`src/rtl/cwalk_head.sv`:
```
// cwalk_head: pedestrian crosswalk head driver (lamps, countdown digit, fault latch).
// Optional walk chirp is built when CWALK_HEAD_CHIRP_EN is defined.
`default_nettype none

module cwalk_head #(
    parameter int FLASH_DIV = 4,
    parameter int CHIRP_DIV = 8
) (
    input  logic       clk,
    input  logic       reset,
    input  logic       i_walk,
    input  logic       i_hand,
    input  logic       i_num_on,
    input  logic [3:0] i_num,
    output logic       o_walk_lamp,
    output logic       o_hand_lamp,
    output logic [6:0] o_seg,
    output logic       o_seg_en,
    output logic       o_fault,
    output logic       o_chirp
);

    localparam logic [2:0] c_DARK     = 3'd0;
    localparam logic [2:0] c_WALK     = 3'd1;
    localparam logic [2:0] c_CLEAR    = 3'd2;
    localparam logic [2:0] c_DONTWALK = 3'd3;
    localparam logic [2:0] c_FAULT    = 3'd4;

    localparam int FW = $clog2(2 * FLASH_DIV + 1);
    localparam logic [FW-1:0] c_FLASH_LAST = FW'(2 * FLASH_DIV - 1);
    localparam logic [FW-1:0] c_FLASH_HALF = FW'(FLASH_DIV);

    logic       r_walk, r_hand, r_num_on;
    logic [3:0] r_num, r_last_num;
    logic [2:0] r_state, w_state_nxt;
    logic [FW-1:0] r_flash, w_flash_nxt;
    logic       w_bad;
    logic       r_walk_lamp, r_hand_lamp, r_seg_en, r_fault;
    logic [6:0] r_seg;

    function automatic logic [6:0] f_seg(input logic [3:0] n);
        case (n)
            4'd0:    f_seg = 7'h7E;
            4'd1:    f_seg = 7'h30;
            4'd2:    f_seg = 7'h6D;
            4'd3:    f_seg = 7'h79;
            4'd4:    f_seg = 7'h33;
            4'd5:    f_seg = 7'h5B;
            4'd6:    f_seg = 7'h5F;
            4'd7:    f_seg = 7'h70;
            4'd8:    f_seg = 7'h7F;
            4'd9:    f_seg = 7'h7B;
            default: f_seg = 7'h00;
        endcase
    endfunction

    assign w_bad = (r_walk & r_hand) |
                   (r_num_on & (r_walk | ~r_hand | (r_num > 4'd9)));

    always_comb begin
        w_state_nxt = r_state;
        if (r_state != c_FAULT) begin
            if (w_bad) begin
                w_state_nxt = c_FAULT;
            end else if (r_num_on) begin
                // Staying in CLEAR the count may only hold or step down by one.
                if ((r_state == c_CLEAR) && (r_num != r_last_num) &&
                    (r_num != (r_last_num - 4'd1))) begin
                    w_state_nxt = c_FAULT;
                end else begin
                    w_state_nxt = c_CLEAR;
                end
            end else if (r_walk) begin
                w_state_nxt = c_WALK;
            end else if (r_hand) begin
                w_state_nxt = c_DONTWALK;
            end else begin
                w_state_nxt = c_DARK;
            end
        end
    end

    assign w_flash_nxt = ((r_state != c_CLEAR) || (r_flash == c_FLASH_LAST)) ?
                         '0 : r_flash + 1'b1;

    // Outputs are registered from the next state so the response lands two edges after an input change.
    always_ff @(posedge clk or negedge reset) begin
        if (!reset) begin
            r_walk      <= 1'b0;
            r_hand      <= 1'b0;
            r_num_on    <= 1'b0;
            r_num       <= 4'd0;
            r_last_num  <= 4'd0;
            r_state     <= c_DARK;
            r_flash     <= '0;
            r_walk_lamp <= 1'b0;
            r_hand_lamp <= 1'b0;
            r_seg       <= 7'd0;
            r_seg_en    <= 1'b0;
            r_fault     <= 1'b0;
        end else begin
            r_walk      <= i_walk;
            r_hand      <= i_hand;
            r_num_on    <= i_num_on;
            r_num       <= i_num;
            r_state     <= w_state_nxt;
            r_last_num  <= (w_state_nxt == c_CLEAR) ? r_num : r_last_num;
            r_flash     <= (w_state_nxt == c_CLEAR) ? w_flash_nxt : '0;
            r_walk_lamp <= (w_state_nxt == c_WALK);
            r_hand_lamp <= (w_state_nxt == c_DONTWALK) || (w_state_nxt == c_FAULT) ||
                           ((w_state_nxt == c_CLEAR) && (w_flash_nxt < c_FLASH_HALF));
            r_seg       <= (w_state_nxt == c_CLEAR) ? f_seg(r_num) : 7'd0;
            r_seg_en    <= (w_state_nxt == c_CLEAR);
            r_fault     <= (w_state_nxt == c_FAULT);
        end
    end

`ifdef CWALK_HEAD_CHIRP_EN
    localparam int CW = $clog2(CHIRP_DIV + 1);
    localparam logic [CW-1:0] c_CHIRP_LAST = CW'(CHIRP_DIV - 1);

    logic [CW-1:0] r_chirp_cnt, w_chirp_nxt;
    logic          r_chirp;

    assign w_chirp_nxt = ((r_state != c_WALK) || (r_chirp_cnt == c_CHIRP_LAST)) ?
                         '0 : r_chirp_cnt + 1'b1;

    always_ff @(posedge clk or negedge reset) begin
        if (!reset) begin
            r_chirp_cnt <= '0;
            r_chirp     <= 1'b0;
        end else begin
            r_chirp_cnt <= (w_state_nxt == c_WALK) ? w_chirp_nxt : '0;
            r_chirp     <= (w_state_nxt == c_WALK) && (r_state == c_WALK) &&
                           (w_chirp_nxt == '0);
        end
    end

    assign o_chirp = r_chirp;
`else
    // Always false; keeps CHIRP_DIV referenced when the chirp is not built.
    assign o_chirp = (CHIRP_DIV < 0);
`endif

    assign o_walk_lamp = r_walk_lamp;
    assign o_hand_lamp = r_hand_lamp;
    assign o_seg       = r_seg;
    assign o_seg_en    = r_seg_en;
    assign o_fault     = r_fault;

endmodule

`default_nettype wire

```
`config.mk`:
```
export PLATFORM = sky130hd
export DESIGN_NAME = cwalk_head
export DESIGN_NICKNAME = d
export VERILOG_FILES = /design/src/rtl/cwalk_head.sv
export SDC_FILE = /design/constraint.sdc
export NUM_CORES = 1
export LEC_CHECK = 0
export ABC_AREA = 1
export CAP_MARGIN = 25
export CORE_MARGIN = 10
export CORE_UTILIZATION = 45
export CTS_CLUSTER_DIAMETER = 50
export DETAILED_ROUTE_END_ITERATION = 10
export PLACE_DENSITY = 0.74
export SLEW_MARGIN = 40
export SYNTH_ARGS = -nofsm -noshare
export SYNTH_HDL_FRONTEND = slang
export SYNTH_SLANG_ARGS = --single-unit
```
`constraint.sdc`:
```
create_clock -name clk -period 5.1 [get_ports clk]
set_clock_uncertainty 0.15 [all_clocks]
set_input_delay 0.765 -clock clk [delete_from_list [all_inputs] [get_ports clk]]
set_output_delay 0.765 -clock clk [all_outputs]
set_load 0.1 [all_outputs]
```
==> flow_summary.ini <==
[timing]
tns_ns = 0
worstMarginPinSlew_ns = 0.6492
final-hold-violation-count = 0
setup_viol = 0
slew_viol_final = 0
min_period_over_period_pct = 40.34
relSlewSlack_pct = 56.72
grt_setup_unrepaired = false
fin_crit_ns = 2.057
fmax_ghz = 0.4861

[synth]
netlist_area_mm2 = 0.001438
async_flop_share_pct = 100.0
synth.yosys.warnings = 0
synth.net_count = 176
synth-seq-area-share_pct = 50.48
yosys.area.top_type = dfrtp_1
synthTopCellsByCount = nand2_1 (54), dfrtp_1 (29), nor2_1 (13)
ys_ff_latch = 29
synth_top_area_share_pct = 50.48
synth.distinct_cells = 27
synthCells = 158
synth_edf_count = 0
synthTopCellsByArea = dfrtp_1 (50%), nand2_1 (14%), ha_1 (7.8%)
avgSynthCellArea_um2 = 9.099
yosysMostFrequentCell = nand2_1
synth_ff_type = dfrtp_1

[worst_setup_path]
crit_chain = inv_1, ha_1, o21ai_1, nand2_1, nand2_1, a21oi_4, nand4_4, nor3_1
crit_path_max_incr_delay_ns = 0.46
reg2reg_from = r_num[0]
crit_top_cell = nand2_1
cp_slowest_cell = dfrtp_1
cp.required_ns = 5.20
critPathKind = reg2reg
critPathLaunchType = flop
r2r_slack_ns = 3.04
cp-startpoint = r_num[0]
crit_path_max_fanout = 15
crit_end = o_seg[6]
rr_endpoint = o_seg[6]
worstPathArrival_ns = 2.16
worstRegToRegCells = 8
worst_setup_path_end_kind = flop

[pwr]
power_uw = 601.1
clock_power_share_pct = 21.4
intPower_uw = 366.9
power_switching_uw = 234.3
power_density_mw_per_mm2 = 360.4
share_seq_of_total_power_pct = 46.1
swShare_pct = 38.97
irDropWorstVdd_mv = 0.1916
power_leakage_uw = 0.0008754
pwr-share-comb_pct = 32.5

[clock_network]
cts_setup_buffers = 0
clkSinkCount = 29
cts_tree = yes
clk_latency_ns = 0.33
ctsRootBufferMaster = clkbuf_4
cts_made_buffers = 5
ctsHoldBuffers = 0
cts_buffer_depth = 2
htreeDepth = 2
clk_pin_slew_ns = 0.09
cts_resized = 0

[die]
core_region_area_mm2 = 0.003053
io_pins = 21
num_rows = 20
die_h_um = 76.52
die_area_mm2 = 0.005855
dieWidth_um = 76.52
start_util_pct = 47.09

[route]
vias_per_cell = 4.579
ant_nets = 0
drt_iter0_drc = 62
vias = 1044
first_pass_iters = 4
drc = 0
wirelength_mm = 2.687
drt-wirelength-per-cell_um = 11.79

[final_layout]
diodes = 0
drive_above_1_share_pct = 20.65
syn2layout_area_growth_pct = 16.01
nNetsFinal = 201

[placement]
dpl.hpwl_mm = 2.108
routabilityCongestion = 0.8314
port_buffers = 19

[grt]
grtUsageMet2_pct = 18.62
antenna_found_initial = 0
track_usage_pct = 10.50
use_met1_pct = 9.418
gr-max-usage-layer = met2
overflow = 0
met3_usage_pct = 4.127
grt_pass1_vias = 1135
grt_max_degree = 17
grt_pass1_wl_mm = 4.968

[job]
drv_cap = 0

[hold_path]
hold_path_class = reg2reg

[status]
status = finished, final reports clean
[worst min-delay path by stage]
stage / startpoint / end / slack [ns] / depth (start not counted)
2_1_floorplan: r_flash[0] / r_flash[0] / 0.30 / 1
3_3_place_gp: r_flash[0] / r_flash[0] / 0.32 / 1
3_5_place_dp: r_flash[0] / r_flash[0] / 0.33 / 1
4_1_cts: r_flash[0] / r_flash[0] / 0.34 / 1
5_1_grt: r_flash[0] / r_flash[0] / 0.36 / 1
6_report: r_flash[0] / r_flash[0] / 0.34 / 1
[flip-flops by register name, summed over array words and instances, names as in the netlist]
register and count:
r_walk 1, o_walk_lamp 1, r_state 3, o_fault 1, r_flash 4, o_seg 7
r_hand 1, o_seg_en 1, r_last_num 4, o_hand_lamp 1, r_num_on 1, r_num 4
[cell families after synthesis]
kind of cell / share of synthesized area (%)
AO/OA/AOI/OAI: 5.570
XOR/XNOR: 1.219
adder cells (fa/ha/maj): 7.833
buffers and inverters: 5.483
flip-flops: 50.48
other: 0.2608
AND/OR/NAND/NOR: 29.16
[cells in the final DEF (no fill, tap or decap)]
master and n:
nand3_2 1, buf_2 11, nor3b_1 1, o21a_1 1, o21bai_1 1, nand4_4 1, clkinv_2 2, a21oi_2 1
buf_4 1, nor3_1 1, nand2_1 54, xor2_1 1, nor3_2 7, conb_1 1, clkbuf_4 5, a21oi_4 1
clkdlybuf4s50_1 8, xnor2_1 1, dfrtp_1 29, nor2_4 1, nor2_2 1, clkbuf_1 1, nor2_1 13, nand2_2 1
ha_1 9, nand3_1 6, a21oi_1 3, o21ai_0 2, inv_2 5, o21ai_1 3, inv_1 11
[cell type report]
type / count / area (um2)
clock buffer: 6 / 41.29
clock inverter: 2 / 10.01
fill: 284 / 1385
inverter: 16 / 60.06
multi-input combinational: 111 / 633.1
sequential: 29 / 725.7
tap: 44 / 55.05
timing repair buffer: 20 / 142.6
[power by group through the flow]
stage          Sequential, uW  Clock [uW]  Combinational, uW
2_1_floorplan             323           0                112
3_3_place_gp              281           0                191
3_5_place_dp              282           0                195
4_1_cts                   277         135                196
5_1_grt                   280         145                219
6_report                  277         129                195
[through the flow]
stage | worst slack [ns] | hold slack [ns] | area, um2 | cells | util [%]
floorplan | 3.302 | 0.2983 | 1438 | 158 | -
global placement | 2.741 | 0.3171 | 1672 | 220 | 54.75
detailed placement | 3.053 | 0.3268 | 1617 | 220 | 52.95
CTS | 3.025 | 0.3426 | 1668 | 228 | 54.63
global route | 2.838 | 0.3640 | 1668 | 228 | 54.63
finish | 3.043 | 0.3430 | 1668 | 228 | 54.63
[routing by layer]
metal,vias up,share of wire [%]
met3,7,4.0
met4,0,2.8
met1,477,39
li1,543,-
met2,17,54
met5,-,0
[worst max-delay path, delay by kind of cell, from the launching register on]
family	cells	cell delay, ns
AND/OR/NAND/NOR	4	0.68
flip-flops	1	0.46
AO/OA/AOI/OAI	2	0.30
adder cells (fa/ha/maj)	1	0.19
buffers and inverters	1	0.18
(Power assumes the default switching activity.)
